$ cat config.mk
export PLATFORM = sky130hd
export DESIGN_NAME = fifo_wr_arbiter_flat
export DESIGN_NICKNAME = d
export VERILOG_FILES = /design/src/rtl/fifo_wr_arbiter_if.sv /design/src/rtl/fifo_wr_arbiter.sv /design/src/flat_wrapper.sv
export SDC_FILE = /design/constraint.sdc
export NUM_CORES = 1
export LEC_CHECK = 0
export CAP_MARGIN = 20
export CORE_MARGIN = 3
export CORE_UTILIZATION = 53
export CTS_BUF_LIST = sky130_fd_sc_hd__clkbuf_8
export DETAILED_ROUTE_END_ITERATION = 16
export DONT_BUFFER_PORTS = 1
export PLACE_DENSITY = 0.77
export SLEW_MARGIN = 0
export SYNTH_ARGS = -nofsm -noshare
export SYNTH_HDL_FRONTEND = slang
export SYNTH_SLANG_ARGS = --single-unit
$ cat constraint.sdc
create_clock -name wclk -period 4.6 [get_ports wclk]
set_clock_uncertainty 0.05 [all_clocks]
set_input_delay 1.38 -clock wclk [delete_from_list [all_inputs] [get_ports wclk]]
set_output_delay 1.38 -clock wclk [all_outputs]
set_load 0.03 [all_outputs]
$ cat src/rtl/fifo_wr_arbiter_if.sv
// Requester streams plus FIFO write port shared by fifo_wr_arbiter.
// master drives requests and wfull; slave is the arbiter.
interface fifo_wr_arbiter_if #(
   parameter int unsigned NREQ  = 4,
   parameter int unsigned DSIZE = 8
);
   localparam int unsigned IdW = (NREQ > 1) ? $clog2(NREQ) : 1;

   logic [NREQ-1:0]       req_valid;
   logic [NREQ*DSIZE-1:0] req_data;
   logic [NREQ-1:0]       req_last;
   logic [NREQ-1:0]       req_ready;
   logic [DSIZE-1:0]      fifo_wdata;
   logic                  fifo_winc;
   logic                  fifo_wfull;
   logic [IdW-1:0]        grant_id;
   logic                  busy;

   modport master (
      output req_valid, req_data, req_last, fifo_wfull,
      input  req_ready, fifo_wdata, fifo_winc, grant_id, busy
   );

   modport slave (
      input  req_valid, req_data, req_last, fifo_wfull,
      output req_ready, fifo_wdata, fifo_winc, grant_id, busy
   );
endinterface

$ cat src/rtl/fifo_wr_arbiter.sv
// Round-robin burst arbiter onto the FIFO write port; bursts are never interleaved.
// Optional per-requester stall counters under macro FIFO_WR_ARB_STATS_EN.
module fifo_wr_arbiter #(
   parameter int unsigned NREQ     = 4,
   parameter int unsigned DSIZE    = 8,
   parameter int unsigned MAXBURST = 8
) (
   input  logic               wclk,
   input  logic               rrst_n,
`ifdef FIFO_WR_ARB_STATS_EN
   input  logic               stats_clr,
   output logic [NREQ*16-1:0] stall_cnt,
`endif
   fifo_wr_arbiter_if.slave   bus
);
   localparam int unsigned IdW  = (NREQ > 1) ? $clog2(NREQ) : 1;
   localparam int unsigned CntW = $clog2(MAXBURST + 1);
   localparam logic [IdW-1:0]  LastId   = IdW'(NREQ - 1);
   localparam logic [CntW-1:0] BeatMax  = CntW'(MAXBURST);
   localparam logic [CntW-1:0] BeatLast = CntW'(MAXBURST - 1);

   typedef enum logic [0:0] {StIdle, StBurst} state_e;

   state_e           state_q;
   logic [IdW-1:0]   rr_ptr_q;
   logic [IdW-1:0]   grant_q;
   logic [CntW-1:0]  beat_cnt_q;
   logic [IdW-1:0]   pick_idx;
   logic             pick_found;
   logic             in_burst;
   logic             xfer;
   logic             burst_end;
   logic [DSIZE-1:0] slice [NREQ];

   always_comb begin
      for (int i = 0; i < NREQ; i++) begin
         slice[i] = bus.req_data[i*DSIZE +: DSIZE];
      end
   end

   // First valid requester at or after rr_ptr, wrapping modulo NREQ.
   always_comb begin
      int unsigned cand;
      cand       = 0;
      pick_found = 1'b0;
      pick_idx   = '0;
      for (int unsigned k = 0; k < NREQ; k++) begin
         cand = (32'(rr_ptr_q) + k) % NREQ;
         if (!pick_found && bus.req_valid[cand[IdW-1:0]]) begin
            pick_found = 1'b1;
            pick_idx   = cand[IdW-1:0];
         end
      end
   end

   assign in_burst  = (state_q == StBurst);
   assign xfer      = in_burst & bus.req_valid[grant_q] & ~bus.fifo_wfull;
   assign burst_end = xfer & (bus.req_last[grant_q] | (beat_cnt_q == BeatLast));

   assign bus.fifo_winc  = xfer;
   assign bus.fifo_wdata = in_burst ? slice[grant_q] : '0;
   assign bus.grant_id   = grant_q;
   assign bus.busy       = in_burst;

   always_comb begin
      bus.req_ready = '0;
      if (in_burst) begin
         bus.req_ready[grant_q] = ~bus.fifo_wfull;
      end
   end

   always_ff @(posedge wclk or negedge rrst_n) begin
      if (!rrst_n) begin
         state_q    <= StIdle;
         rr_ptr_q   <= '0;
         grant_q    <= '0;
         beat_cnt_q <= '0;
      end else begin
         unique case (state_q)
            StIdle: begin
               if (pick_found) begin
                  grant_q    <= pick_idx;
                  beat_cnt_q <= '0;
                  state_q    <= StBurst;
               end
            end
            StBurst: begin
               if (xfer && beat_cnt_q != BeatMax) begin
                  beat_cnt_q <= beat_cnt_q + 1'b1;
               end
               if (burst_end) begin
                  state_q  <= StIdle;
                  rr_ptr_q <= (grant_q == LastId) ? '0 : grant_q + 1'b1;
               end
            end
            default: state_q <= StIdle;
         endcase
      end
   end

`ifdef FIFO_WR_ARB_STATS_EN
   always_ff @(posedge wclk or negedge rrst_n) begin
      if (!rrst_n) begin
         stall_cnt <= '0;
      end else begin
         for (int i = 0; i < NREQ; i++) begin
            if (stats_clr) begin
               stall_cnt[i*16 +: 16] <= '0;
            end else if (bus.req_valid[i] && !bus.req_ready[i] &&
                         stall_cnt[i*16 +: 16] != 16'hFFFF) begin
               stall_cnt[i*16 +: 16] <= stall_cnt[i*16 +: 16] + 16'd1;
            end
         end
      end
   end
`endif
endmodule
$ cat src/flat_wrapper.sv
// flat-port wrapper written by rule: the top's interface ports become plain ports
module fifo_wr_arbiter_flat 
#(
   parameter int unsigned NREQ     = 4,
   parameter int unsigned DSIZE    = 8,
   parameter int unsigned MAXBURST = 8
)
  (wclk, rrst_n, bus_req_valid, bus_req_data, bus_req_last, bus_fifo_wfull, bus_req_ready, bus_fifo_wdata, bus_fifo_winc, bus_grant_id, bus_busy);
  fifo_wr_arbiter_if #(.NREQ(NREQ), .DSIZE(DSIZE)) bus_i ();
  input  logic wclk;
  input  logic rrst_n;
  input wire logic [$bits(bus_i.req_valid)-1:0] bus_req_valid;
  input wire logic [$bits(bus_i.req_data)-1:0] bus_req_data;
  input wire logic [$bits(bus_i.req_last)-1:0] bus_req_last;
  input wire logic [$bits(bus_i.fifo_wfull)-1:0] bus_fifo_wfull;
  output wire logic [$bits(bus_i.req_ready)-1:0] bus_req_ready;
  output wire logic [$bits(bus_i.fifo_wdata)-1:0] bus_fifo_wdata;
  output wire logic [$bits(bus_i.fifo_winc)-1:0] bus_fifo_winc;
  output wire logic [$bits(bus_i.grant_id)-1:0] bus_grant_id;
  output wire logic [$bits(bus_i.busy)-1:0] bus_busy;
  assign bus_i.req_valid = bus_req_valid;
  assign bus_i.req_data = bus_req_data;
  assign bus_i.req_last = bus_req_last;
  assign bus_i.fifo_wfull = bus_fifo_wfull;
  assign bus_req_ready = bus_i.req_ready;
  assign bus_fifo_wdata = bus_i.fifo_wdata;
  assign bus_fifo_winc = bus_i.fifo_winc;
  assign bus_grant_id = bus_i.grant_id;
  assign bus_busy = bus_i.busy;
  fifo_wr_arbiter #(.NREQ(NREQ), .DSIZE(DSIZE), .MAXBURST(MAXBURST)) u_core (.wclk(wclk), .rrst_n(rrst_n), .bus(bus_i));
endmodule
==> results.py <==
metrics = {
    "pwr": {
        "switching_share": 0.505,
        "p_seq_frac": 0.286,
        "p_total_mw": 0.692,
        "ir_worst_vdd_v": 0.000409,
        "combPwrFrac": 0.586,
        "clkPwrFrac": 0.128,
        "p_leak_nw": 0.422,
        "p_sw_mw": 0.349,
        "pwr_density_cell_mw_per_mm2": 722,
        "internal-power_mw": 0.342,
    },
    "drt": {
        "vias": 690,
        "vias_per_cell": 6.70,
        "ant_nets": 0,
        "post-route-drc-count": 0,
        "firstDrtPassIters": 3,
        "wl_per_cell_um": 18.5,
        "drt_iter0_drc": 9,
        "wl_um": 1910,
    },
    "timing": {
        "max_freq_mhz": 283,
        "setup_ws_ns": 1.07,
        "slew_headroom": 0.449,
        "fin_worst_hold_slack_ns": 0.487,
        "setup_viol": 0,
        "worst_pin_slew_ns": 0.817,
        "fin_crit_ns": 3.53,
        "tns_ns": 0,
        "slew_violations": 0,
        "fin_crit_sh": 0.768,
        "rsz0062_at_grt": "false",
        "timing.final.hold_violations": 0,
    },
    "logic_synthesis": {
        "syn_inst": 85,
        "ys_types": 30,
        "syn_nets": 134,
        "synth_area_per_cell_um2": 10.6,
        "seq_area_frac_synth": 0.251,
        "synth-seq-cells": 9,
        "synth_warnings": 0,
        "synth_area_um2": 898,
    },
    "setup_path": {
        "path_cells": "mux4_2 -> and2_1",
        "critical-path-top-delay-family": "multiplexers",
        "worstSetupPathType": "primary input to output pin",
        "worstPathArrival_ns": 2.10,
        "worstPathRequired_ns": 3.17,
        "cpMaxStageDelayCell": "mux4_2",
        "cpPeakStageDelay_ns": 0.44,
        "endpoint_kind": "output pin",
        "start_kind": "primary input",
        "crit_buf_inv": 0,
        "path_max_fanout": 1,
    },
    "floorplan": {
        "core_mm2": 0.00156,
        "fp-row-count": 14,
        "chipHeight_um": 47.2,
        "fp.dieArea_mm2": 0.00223,
        "start_util": 0.576,
        "die_x_um": 47.2,
        "pin_count": 59,
    },
    "grt": {
        "grtUsageTotal": 0.166,
        "grt_antenna_before_repair": 0,
        "grt_overflow": 0,
        "grt_start_max_net_pins": 16,
        "grt_pass1_vias": 625,
        "grt_pass1_wl_um": 2600,
    },
    "finish": {
        "seq_area_um2": 225,
        "n_antenna_cell": 0,
        "stdcell_area_um2": 958,
        "fin_nets": 137,
        "layout_commonest_cell": "and2_1",
        "multi_input_area_um2": 631,
        "final_cell_mix": "12 x and2_1, 9 x mux4_2, 9 x dfrtp_1",
        "area_delta_synth_final_pct": 6.69,
        "final_layout_size_suffix_gt1_frac": 0.230,
        "nFillCells": 132,
    },
    "clock_network": {
        "cts_setup_buffers": 0,
        "clkTransAtPathRegs_ns": 0.04,
        "cts_resized": 0,
        "tritoncts": "done",
        "root_buffer": "clkbuf_8",
        "cts_sinks": 9,
        "cts.path.max_buffers": 2,
        "clkLatencyLatePin_ns": 0.23,
        "cts_hold_buf": 0,
        "cts_max_level": 1,
        "cts_made_buffers": 3,
    },
    "outcome": {
        "status": "finished, final reports clean",
    },
    "placement": {
        "gp_congestion": 0.709,
        "port_buffers": 0,
        "hpwl_um": 1580,
        "postPlaceCellArea_um2": 913,
        "dp_slack_ns": 1.06,
    },
    "worst_hold_path": {
        "hp-class": "flip-flop to flip-flop",
    },
    "flow_run": {
        "maxCapViolations": 0,
    },
}
[path summary, 6_finish.rpt]
path,from,endpoint,slack (ns),depth (start not counted)
min in group asynchronous,rrst_n,u_core.beat_cnt_q[0]$_DFFE_PN0P_,0.79,0
worst max register to register,u_core.bus.grant_id[0]$_DFFE_PN0P_,u_core.rr_ptr_q[1]$_DFFE_PN0P_,2.37,6
max in group asynchronous,rrst_n,u_core.rr_ptr_q[0]$_DFFE_PN0P_,3.63,0
worst min register to register,u_core.beat_cnt_q[3]$_DFFE_PN0P_,u_core.beat_cnt_q[3]$_DFFE_PN0P_,0.49,1
worst min-delay path,u_core.beat_cnt_q[3]$_DFFE_PN0P_,u_core.beat_cnt_q[3]$_DFFE_PN0P_,0.49,1
worst max-delay path,bus_req_data[27],bus_fifo_wdata[3],1.07,2
[synthesized netlist by cell type, drive strengths merged]
| master | instances | area (µm²) |
|---|---|---|
| a21boi | 1 | 7.51 |
| a21oi | 3 | 15.0 |
| and2 | 12 | 75.1 |
| and2b | 1 | 7.51 |
| buf | 2 | 8.75 |
| clkbuf | 1 | 3.75 |
| dfrtp | 9 | 225 |
| ha | 6 | 75.1 |
| inv | 8 | 30.0 |
| mux2 | 2 | 30.0 |
| mux2i | 3 | 30.0 |
| mux4 | 10 | 229 |
| nand2 | 9 | 36.3 |
| nand2b | 1 | 6.26 |
| nand3 | 2 | 10.0 |
| nand4b | 1 | 8.76 |
| nor2 | 4 | 15.0 |
| o211ai | 1 | 7.51 |
| o21a | 1 | 7.51 |
| o21ai | 3 | 22.5 |
| o221ai | 1 | 8.76 |
| o22ai | 1 | 6.26 |
| o31ai | 1 | 7.51 |
| o41ai | 2 | 25.0 |
[power by group through the flow]
| stage | Combinational (mW) | Sequential [mW] | Clock [mW] |
|---|---|---|---|
| 6_report | 0.405 | 0.198 | 0.0882 |
| 5_1_grt | 0.445 | 0.208 | 0.0942 |
| 4_1_cts | 0.410 | 0.199 | 0.0896 |
| 3_5_place_dp | 0.409 | 0.199 | 0 |
| 3_3_place_gp | 0.395 | 0.196 | 0 |
| 2_1_floorplan | 0.372 | 0.176 | 0 |
[area by class of cell]
class                      instances  share of cell area
clock inverter                     1             0.00392
clock buffer                       3              0.0431
inverter                           8              0.0313
timing repair buffer               1             0.00783
multi-input combinational         65               0.658
sequential                         9               0.235
tap                               16              0.0209
[logic make-up after synthesis]
logic type      after synthesis  share of synthesized area
buf+inv                      11                     0.0473
flops                         9                      0.251
mux                          15                      0.322
fa+ha+maj                     6                     0.0836
simple gates                 30                      0.177
compound gates               14                      0.120
[worst reg2reg max path, cell delays in order, from the launching register on]
cell and delay, ns:
dfrtp_1 0.48, buf_4 0.32, mux4_2 0.55, nand2_2 0.14, inv_2 0.12, o21ai_2 0.12
mux2_4 0.33
[flip-flops by register name, indices dropped and copies added, names as in the netlist]
signal	cells
u_core.rr_ptr_q	2
u_core.bus.grant_id	2
u_core.bus.busy	1
u_core.beat_cnt_q	4
[layer usage]
metal | wire, µm | part of all wire | track usage
met5 | 0 | 0 | 0
met4 | 0 | 0 | 0
met3 | 208 | 0.11 | 0.0651
met2 | 992 | 0.52 | 0.317
met1 | 705 | 0.37 | 0.184
[stage by stage]
step           instances  utilization
3_3_place_gp          99        0.586
4_1_cts              103        0.615
6_report             103        0.615
5_1_grt              103        0.615
3_5_place_dp          99        0.586
2_1_floorplan         85            -
Power figures use the tool's default switching activity.
